==> src/rtl/sensor_debouncer.sv <==
// Dual-channel sensor debouncer: accepts a new level only after DEBOUNCE_CYCLES consecutive differing samples.
// Optional glitch counters enabled by defining SENSOR_DEBOUNCER_GLITCH_COUNT_EN.

module sensor_debouncer_ch #(
  parameter int unsigned DEBOUNCE_CYCLES = 4,
  parameter logic        RESET_LEVEL     = 1'b0
) (
  input  logic       clk,
  input  logic       reset,
  input  logic       din,
  output logic       dout,
  output logic       rise,
  output logic       fall,
  output logic [7:0] glitches
);
  localparam int unsigned CW = $clog2(DEBOUNCE_CYCLES + 1);
  localparam logic [CW-1:0] LAST = CW'(DEBOUNCE_CYCLES - 1);

  logic          stable, stable_next;
  logic [CW-1:0] cnt, cnt_next;
  logic          rise_q, rise_next;
  logic          fall_q, fall_next;

  // State register
  always_ff @(posedge clk or posedge reset) begin
    if (reset) begin
      stable <= RESET_LEVEL;
      cnt    <= '0;
      rise_q <= 1'b0;
      fall_q <= 1'b0;
    end else begin
      stable <= stable_next;
      cnt    <= cnt_next;
      rise_q <= rise_next;
      fall_q <= fall_next;
    end
  end

  // Next state: count differing samples, accept on the last one, drop back to 0 on any match
  always_comb begin
    stable_next = stable;
    cnt_next    = '0;
    rise_next   = 1'b0;
    fall_next   = 1'b0;
    if (din != stable) begin
      if (cnt == LAST) begin
        stable_next = din;
        rise_next   = din;
        fall_next   = ~din;
      end else begin
        cnt_next = cnt + CW'(1);
      end
    end
  end

  // Outputs
  always_comb begin
    dout = stable;
    rise = rise_q;
    fall = fall_q;
  end

`ifdef SENSOR_DEBOUNCER_GLITCH_COUNT_EN
  logic [7:0] gcnt, gcnt_next;

  // A matching sample while counting is a rejected transition; saturate at 255
  always_comb begin
    gcnt_next = gcnt;
    if ((din == stable) && (cnt != '0) && (gcnt != 8'hFF))
      gcnt_next = gcnt + 8'd1;
  end

  always_ff @(posedge clk or posedge reset) begin
    if (reset) gcnt <= 8'd0;
    else       gcnt <= gcnt_next;
  end

  assign glitches = gcnt;
`else
  assign glitches = 8'd0;
`endif

endmodule

module sensor_debouncer #(
  parameter int unsigned DEBOUNCE_CYCLES = 4,
  parameter logic        RESET_LEVEL     = 1'b0
) (
  input  logic       clk,
  input  logic       reset,
  input  logic       a_in,
  input  logic       b_in,
  output logic       a_out,
  output logic       b_out,
  output logic       a_rise,
  output logic       a_fall,
  output logic       b_rise,
  output logic       b_fall,
  output logic [7:0] a_glitches,
  output logic [7:0] b_glitches
);

  sensor_debouncer_ch #(
    .DEBOUNCE_CYCLES(DEBOUNCE_CYCLES),
    .RESET_LEVEL    (RESET_LEVEL)
  ) u_a (
    .clk     (clk),
    .reset   (reset),
    .din     (a_in),
    .dout    (a_out),
    .rise    (a_rise),
    .fall    (a_fall),
    .glitches(a_glitches)
  );

  sensor_debouncer_ch #(
    .DEBOUNCE_CYCLES(DEBOUNCE_CYCLES),
    .RESET_LEVEL    (RESET_LEVEL)
  ) u_b (
    .clk     (clk),
    .reset   (reset),
    .din     (b_in),
    .dout    (b_out),
    .rise    (b_rise),
    .fall    (b_fall),
    .glitches(b_glitches)
  );

endmodule

==> config.mk <==
export PLATFORM = sky130hd
export DESIGN_NAME = sensor_debouncer
export DESIGN_NICKNAME = d
export VERILOG_FILES = /design/src/rtl/sensor_debouncer.sv
export SDC_FILE = /design/constraint.sdc
export NUM_CORES = 1
export LEC_CHECK = 0
export ABC_AREA = 1
export ABC_CLOCK_PERIOD_IN_PS = 2700
export CORE_MARGIN = 3
export CORE_UTILIZATION = 37
export CTS_CLUSTER_DIAMETER = 120
export DETAILED_ROUTE_END_ITERATION = 8
export PLACE_DENSITY = 0.81
export SYNTH_ARGS = -nofsm -noshare
export SYNTH_HDL_FRONTEND = slang
export SYNTH_HIERARCHICAL = 1
export SYNTH_SLANG_ARGS = --single-unit
==> constraint.sdc <==
create_clock -name clk -period 2.7 [get_ports clk]
set_input_delay 0.54 -clock clk [delete_from_list [all_inputs] [get_ports clk]]
set_output_delay 0.54 -clock clk [all_outputs]
set_load 0.05 [all_outputs]
; ---- After elaboration in Yosys (flattened, before gate mapping)
; Cells that the tools add are included.
[word_totals]
regBits = 12
inputBits = 4
output_inout_bits = 22
word_cells = 30
[op_classes]
n_addsub = 2
eq_ne = 4
n_mux = 12
n_bitwise = 2
reduce_logical = 2
[ops]
columns = op, count
row1 = two-way mux 3 bit, 4
row2 = two-way mux 1 bit, 8
row3 = adder 3 x 1 -> 3 bit (second input constant), 2
row4 = == test 3 x 2 -> 1 bit (second input constant), 2
row5 = AND reduction 2 bit, 2
row6 = != test 1 bit, 2
row7 = inverter 1 bit, 2

; ---- Logic depth before layout (Yosys ltp)
; Gate-level depths: netlist of the first run.
[logic_depth]
word_depth = 3
depth_mapped = 5
mapped_depth_nobuf = 5

; ---- Modules after synthesis
; The synthesis of the first run kept the hierarchy.
[by_module_without_submodules]
columns = module, instances, cells_per_inst, area_per_inst_um2
row1 = sensor_debouncer_ch, 2, 37, 317.8

; ---- Least setup slack after synthesis of the first run
; Ideal clock, no wire load.
[synth_timing]
kind = flip-flop to output port
from = register u_a.stable, in the netlist u_a/dout
to = output port a_out
arrival_time_ns = 0.643
required_time_ns = 2.160
path_slack_ns = 1.517
path_stages_with_launch = 1
path_buffers = 0
cell_sequence = dfrtp_1
[synth_rtl]
columns = item, line_no
row1 = from (decl), 19  ; logic stable, stable_next;
row2 = from (signal assigned), 32  ; stable <= stable_next;
row3 = to (decl), 93  ; output logic a_out,
; No word-level cell between the ends.

; ---- Worst setup path in the final report of the first run
[layout_timing]
from = register u_b.stable, in the netlist u_b/dout
to = output port b_out
[layout_rtl]
columns = item, line_no
row1 = from (decl), 19
row2 = from (signal assigned), 32
row3 = to (decl), 94  ; output logic b_out,
; No word-level cell between the ends.

==> results of run 1 <==
## power breakdown
part | switching (W) | internal, W
combinational | 0.000221 | 0.0000882
sequential | 0.0000299 | 0.000224
clock | 0.0000610 | 0.0000820
## worst max path at each step
stage / to / slack, ps / depth (start not counted)
after detailed placement: b_out / 930 / 1
after CTS: b_out / 630 / 1
after global placement: b_out / 970 / 1
after floorplan: a_out / 1520 / 0
after global routing: b_out / 590 / 1
final: b_out / 640 / 1
## kinds of logic after synthesis
logic type | count (synthesis) | share of synthesized area (%)
other cells | 2 | 1.18
buf+inv | 28 | 26.0
flops | 12 | 47.2
fa+ha+maj | 2 | 3.94
simple gates | 30 | 21.7
## area by class of cell
cell class | count | area [µm²] | share of cell area, %
clock buffer | 4 | 36.3 | 5.08
inverter | 12 | 45.0 | 6.30
multi-input combinational | 48 | 223 | 31.2
timing repair buffer | 9 | 90.1 | 12.6
sequential | 12 | 300 | 42.0
tap | 16 | 20.0 | 2.80
## state kept, by name, summed over array words and instances (netlist names)
register / count
u_a/rise: 1
u_a/dout: 1
u_a/fall: 1
u_b/dout: 1
u_b/fall: 1
u_b/cnt: 3
u_b/rise: 1
u_a/cnt: 3
## synthesized netlist by cell type
cell	n	area share [%]
sky130_fd_sc_hd__buf_4	16	19
sky130_fd_sc_hd__conb_1	2	1.2
sky130_fd_sc_hd__dfrtp_1	12	47
sky130_fd_sc_hd__ha_1	2	3.9
sky130_fd_sc_hd__inv_1	10	5.9
sky130_fd_sc_hd__inv_2	2	1.2
sky130_fd_sc_hd__nand2_1	12	7.1
sky130_fd_sc_hd__nand2_2	4	3.9
sky130_fd_sc_hd__nand3_1	2	1.6
sky130_fd_sc_hd__nor2_1	6	3.5
sky130_fd_sc_hd__nor2_2	2	2.0
sky130_fd_sc_hd__nor3_1	2	1.6
sky130_fd_sc_hd__or2_0	2	2.0
## metal layers
| layer | wire length [µm] | up-vias | share of wire, % |
|---|---|---|---|
| met3 | 79 | 2 | 7.9 |
| met5 | 0 | - | 0 |
| li1 | - | 205 | - |
| met2 | 510 | 19 | 51 |
| met4 | 15 | 0 | 1.5 |
| met1 | 399 | 187 | 40 |
## metrics by stage
stage | hold slack [ps] | cell area [µm²] | std cells | util (%) | total power, W
6_report | 503 | 714 | 101 | 45.8 | 0.000706
5_1_grt | 526 | 714 | 101 | 45.8 | 0.000758
4_1_cts | 505 | 714 | 101 | 45.8 | 0.000713
3_5_place_dp | 510 | 678 | 97 | 43.5 | 0.000568
3_3_place_gp | 490 | 678 | 97 | 43.5 | 0.000548
2_1_floorplan | 331 | 688 | 88 | - | 0.000508
## placed cells by master, fill, tap and decap left out
cell	Yosys	routed
sky130_fd_sc_hd__or2_0	2	2
sky130_fd_sc_hd__nand2_1	12	12
sky130_fd_sc_hd__clkbuf_4	0	3
sky130_fd_sc_hd__dfrtp_1	12	12
sky130_fd_sc_hd__clkdlybuf4s50_1	0	9
sky130_fd_sc_hd__inv_2	2	2
sky130_fd_sc_hd__clkbuf_8	0	1
sky130_fd_sc_hd__inv_1	10	10
sky130_fd_sc_hd__nand3_1	2	2
sky130_fd_sc_hd__nor3_1	2	2
sky130_fd_sc_hd__conb_1	2	16
sky130_fd_sc_hd__nand2_2	4	4
sky130_fd_sc_hd__nor2_1	6	6
sky130_fd_sc_hd__nor2_2	2	2
sky130_fd_sc_hd__ha_1	2	2
==> results.txt, run 1 <==
The path class of the lowest-slack min-delay path is input pin to asynchronous set/reset pin. In this run the most used layer during global routing was met2. The biggest fanout along the worst timing path is 4. The global-route met1 utilization is 12.8%. A synthesized cell averages 8.59 µm². The top-level port count is 26. The worst setup path is captured at a primary output. Walking the worst path, the cells encountered are clkdlybuf4s50_1. The final number of setup-violating endpoints is 0. The die covers 2250 µm².

The worst setup path is of the register to primary output kind. In the final design database the tool counted 92 nets. The count of inserted antenna diode cells is 0.

Counting every instance in the synthesized netlist gives 74. The detailed-routing iteration count for the pre-antenna-repair pass is 4. The area growth from synthesis to layout came out at 12.4%.

The arrival time at the worst endpoint came out at 1520 ps. The count of state elements after synthesis came out at 12. The core region area came out at 1560 µm². The endpoint identified for the worst register-to-register timing path is u_a/dout.

TritonCTS built the clock tree. The worst setup path is launched from a register. The hold violation total from the final report came out at 0. The count of hold-fix buffers inserted at cts is 0. After layout, the worst setup slack is 641 ps. Among cell families on the critical path, the largest total delay comes from buffers and inverters. The total of buffers placed on input and output ports is 9.

The delay of the slowest cell on the worst path came out at 830 ps. The largest net degree at the start of global routing is 8. The critical path data required time is 2160 ps.

The max-capacitance violation count came out at 0. The TritonCTS sink count is 12. The die boundary height came out at 47.4 µm. The number of buffers inserted during clock tree synthesis is 3. The combined buffer and inverter count along the critical path came out at 1. The worst reg2reg path depth came out at 5.

The remaining design rule violation count came out at 0. The post-route fraction of the period consumed by the critical path came out at 76.3%. The post-synth design cell area came out at 636 µm². For this run, the top clock speed supported by timing is about 490 MHz. Setup repair after global routing left no endpoint under its margin. The static leakage is ~0.4 nW.

The via count of the first global-routing pass is 391. In this run the deepest clock path goes through 2 buffers. The worst setup skew after layout came out at 2.17 ps. In the final routed layout, each cell accounts on average for approximately 10 µm.

The maximum vdd ir drop is ~0.00040 V. The pin slew with the least headroom to its limit came out at between 400 and 500 ps. The final routed wirelength across all metal layers came out at between 1 and 1.5 mm.

The post-CTS setup buffer count came out at 0. The count of cell types in the netlist is 13. The width of the die is between 40 and 50 µm. The layout has 141 filler cells. The register-to-register path setup slack came out at between 1500 and 2000 ps. The number of pins exceeding their max-slew limit in the final report is 0. The aggregate global-route resource usage is 11.2%. The sequential cell area fraction in the yosys report is 47.2%. In this run, the number of DRC markers left after iteration 0 of detailed routing was 2.

The wire-length estimate of the detail-placed layout is 824 µm. CTS built an H-tree with a depth of 1. The final critical path time including I/O delays and setup is between 2000 and 2500 ps.

The fraction of layout instances using a drive strength above 1 is between 10 and 15%. The fraction of met3 tracks used by global routing is ~3.4%. The worst register-to-register path begins at u_a/cnt[0].

Prior to clock tree synthesis, the placed netlist has a worst setup slack of 934 ps. The via-per-instance ratio is 4.09. The met2 usage is 19.0%. The slowest stage of the critical path belongs to the cell sky130_fd_sc_hd__clkdlybuf4s50_1. The tree is rooted in a sky130_fd_sc_hd__clkbuf_4. The run finished with clean final reports. After global routing the overflow that remains totals 0.

Dividing total power by cell area gives a power density of 988 nW/µm². The post-cts gate resize count is 0. The final weighted congestion in routability-driven placement came out at around 0.74. For this configuration, the core starts out at a cell density of 40.8%. The worst-skew pair later-pin latency is 270 ps. The summed negative setup slack over all endpoints is 0 ps. The number of warnings issued by yosys is 6. The first-pass GRT wire length came out at 1.70 mm.

In this run the worst setup path begins at u_b/dout. For this block, the via count after detailed routing is ~410. Clock-pin slew was measured on the worst setup and hold paths at about 80 ps. The placement row count came out at 14.

The relative max-transition margin came out at 66.6%. In this run the remaining antenna-violating nets after routing total 0. The number of antenna violations at the first check in global routing was 0.
Power figures use the tool's default switching activity.
==> run 2: changes to the inputs <==
--- a/config.mk
+++ b/config.mk
@@ -6,7 +6,7 @@
 export NUM_CORES = 1
 export LEC_CHECK = 0
 export ABC_AREA = 1
-export ABC_CLOCK_PERIOD_IN_PS = 2700
+export ABC_CLOCK_PERIOD_IN_PS = 1900
 export CORE_MARGIN = 3
 export CORE_UTILIZATION = 37
 export CTS_CLUSTER_DIAMETER = 120
==> constraint.sdc (replaced) <==
create_clock -name clk -period 1.9 [get_ports clk]
set_input_delay 0.38 -clock clk [delete_from_list [all_inputs] [get_ports clk]]
set_output_delay 0.38 -clock clk [all_outputs]
set_load 0.05 [all_outputs]
==> run 2 against run 1 <==
Compared with the run above:
- critical path depth stayed put
- via count is 3.1% lower
- clock skew is 2.3 ps higher
- first-iteration DRC count grew to 2.5 times the previous value
- sequential share of layout area is 0.30 points higher
- flip-flop and latch count stayed put
- die area stayed put
- cell area is 0.70% lower
- power is 37% higher
- critical endpoint is now b_rise
- highest routed layer is now met3
==> results.txt, run 2 (synthesized netlist as in run 1, its figures left out) <==
The maximum vdd ir drop was 0.000436 V (+9.6%). The post-CTS setup buffer count came to 0 (unchanged). The aggregate global-route resource usage is 9.25% (-1.9 points). The deepest level of the CTS H-tree is 1 (unchanged). The routed length per instance is 8.22 µm (-17%). The largest registers in the layout are u_a/cnt: 3 flops, u_b/cnt: 3 flops.

The number of buffers inserted during clock tree synthesis was 3 (unchanged). The number of pins exceeding their max-slew limit in the final report came out at 0 (unchanged). The hold violation total from the final report is 0 (unchanged).

The HPWL after detailed placement was 726 µm (-12%). The dominant delay contributor by cell family on the critical path is buffers and inverters. The part of the power in combinational logic came out at 43.4% (-0.4 points). The via-per-instance ratio is 3.96 (-3.1%). The count of hold-fix buffers inserted at cts is 0 (unchanged). The switching share of total power is 43.0% (-1.1 points). The critical path goes through clkdlybuf4s50_1. The vias after detailed routing came out at 400 (-3.1%). The worst hold path belongs to the class input pin to asynchronous set/reset pin. The worst setup path is of the register to primary output kind. The final layout net count came out at 92 (unchanged). The power density relative to cell area came out at 1370 nW/µm² (+38%). The core region area came to 1560 µm² (unchanged).

The flow ran to the end, and the final reports show no timing, DRC or antenna violations. The share of power burned in registers was 36.9% (+0.9 points). The multi-input combinational cell area is 223 µm² (unchanged).

The largest net degree at the start of global routing is 8 (unchanged). The finished layout cell area came out at 709 µm² (-0.70%). The overall power of the completed layout is 0.000970 W (+37%). The clock period could shrink to 1770 ps. The combined buffer and inverter count along the critical path is 1 (unchanged). The floorplan die area is 2250 µm² (unchanged).

The total instance count after detailed placement came out at 97 (unchanged). The antenna violation net count after detailed routing came to 0 (unchanged). The final weighted congestion in routability-driven placement came to 0.725 (-2.5%).

The width of the die is 47.4 µm (unchanged). The tree is rooted in a sky130_fd_sc_hd__clkbuf_4. The summed negative setup slack over all endpoints came to 0 ps (unchanged). The final routed wirelength across all metal layers came to 830 µm (-17%). The final number of setup-violating endpoints is 0 (unchanged).

The count of inserted antenna diode cells came out at 0 (unchanged). The remaining design rule violation count is 0 (unchanged). The top-level port count was 26 (unchanged).

The via count of the first global-routing pass came out at 348 (-11%). The total internal power came out at 0.000552 W (+40%). The area taken by flip-flops and latches was 300 µm² (unchanged).

The first-pass GRT wire length is 1.34 mm (-21%). The fraction of layout instances using a drive strength above 1 came out at 16.5% (+2.4 points). Leaving out fill and tap cells, the most frequent cell in the layout is sky130_fd_sc_hd__conb_1. The peak clock frequency supported by timing came out at 566 MHz.

The worst setup skew after layout is 4.48 ps (+2.31 ps). The fill cell total of the finished layout came out at 153 (+8.5%). STA classifies the critical path endpoint as a primary output.

The arrival time at the worst endpoint is 1390 ps (-130 ps). The worst-skew pair later-pin latency is 260 ps (about the same). The initial detailed-routing violation count came out at 5 (+3). The slowest stage of the critical path belongs to the cell sky130_fd_sc_hd__clkdlybuf4s50_1. The final non-filler cell total came out at 101 (unchanged).

The worst setup path is launched from a register. The total of buffers placed on input and output ports came out at 9 (unchanged). The register-to-register path setup slack came out at 910 ps (-780 ps). The die boundary height was 47.4 µm (unchanged). The CTS tree is yes. The switching power of the nets is 0.000417 W (+34%). The aggregate global routing overflow is 0 (unchanged). Setup repair after global routing left no endpoint under its margin.

The clock-pin slew on the worst setup and hold paths is 70 ps (about the same). The placement row count is 14 (unchanged). The post-cts gate resize count came out at 0 (unchanged).

The static leakage came out at 0.404 nW (+0.32%). The detailed-routing iteration count for the pre-antenna-repair pass is 4 (unchanged). The post-route fraction of the period consumed by the critical path came out at 92.9%.

The deepest clock path buffer count came out at 2 (unchanged). The starting density of the core came out at 40.8% (unchanged). The post-detailed-placement cell area came out at 673 µm² (-0.74%). The biggest fanout along the worst timing path came out at 1 (-3). The top cell types in the final layout, fill and taps aside, are 16 x sky130_fd_sc_hd__conb_1, 12 x sky130_fd_sc_hd__nand2_1, 12 x sky130_fd_sc_hd__dfrtp_1, 10 x sky130_fd_sc_hd__inv_1, 7 x sky130_fd_sc_hd__clkdlybuf4s50_1. The TritonCTS sink count is 12 (unchanged). The delay of the slowest cell on the worst path is 800 ps (-30 ps). The max-capacitance violation count is 0 (unchanged).

The relative max-transition margin came out at 66.8% (+0.19 points). The fraction of power consumed by the clock network is 19.7% (-0.5 points). The critical path data required time came out at 1520 ps (-640 ps).

The number of antenna violations at the first check in global routing came out at 0 (unchanged). The pin slew with the least headroom to its limit is 496 ps (-2.82 ps). The area growth from synthesis to layout came out at 11.6%.
==> run 2: power by group through the flow <==
stage                     combinational (W)  sequential (W)  clock (W)
after floorplan                    0.000267        0.000455          0
after global placement             0.000414        0.000362          0
after detailed placement           0.000420        0.000364          0
after CTS                          0.000424        0.000360   0.000197
after global routing               0.000471        0.000370   0.000212
final                              0.000421        0.000357   0.000191
==> run 2: path summary, 6_finish.rpt <==
check,startpoint,endpoint,depth (start not counted)
worst min register to register,u_a/dout,u_a/rise,1
worst max register to register,u_a/cnt[0],u_a/dout,5
max in group asynchronous,reset,u_b/cnt[0],2
worst min-delay path,reset,u_a/rise,2
worst max-delay path,u_b/rise,b_rise,1
min in group clk,u_a/dout,u_a/rise,1
==> run 2: metal layers <==
layer  routed length [µm]  share of wire, %  global-route usage (%)  vias up
met4                    0                 0                    4.97        0
met5                    0                 0                       0        -
met1                  344                41                    9.39      177
li1                     -                 -                       -      206
met2                  401                48                    14.7       17
met3                   84                10                    5.64        0
==> run 2: area by class of cell <==
type                       count  share of cell area [%]
multi-input combinational     48                    31.4
clock buffer                   4                    5.11
tap                           16                    2.82
timing repair buffer           9                    12.0
inverter                      12                    6.35
sequential                    12                    42.3
==> run 2: metrics by stage <==
step | utilization (%) | setup WS (ps) | hold slack, ps
finish | 45.5 | 134 | 354
global route | 45.5 | 86.1 | 372
CTS | 45.5 | 118 | 355
detailed placement | 43.2 | 411 | 508
global placement | 43.2 | 426 | 497
floorplan | - | 871 | 171
==> run 3: changes to the inputs <==
--- a/config.mk
+++ b/config.mk
@@ -7,6 +7,7 @@
 export LEC_CHECK = 0
 export ABC_AREA = 1
 export ABC_CLOCK_PERIOD_IN_PS = 1900
+export CAP_MARGIN = 20
 export CORE_MARGIN = 3
 export CORE_UTILIZATION = 37
 export CTS_CLUSTER_DIAMETER = 120
==> results of run 3 <==
The final DEF is identical to that of run 2; final timing and power are the same.
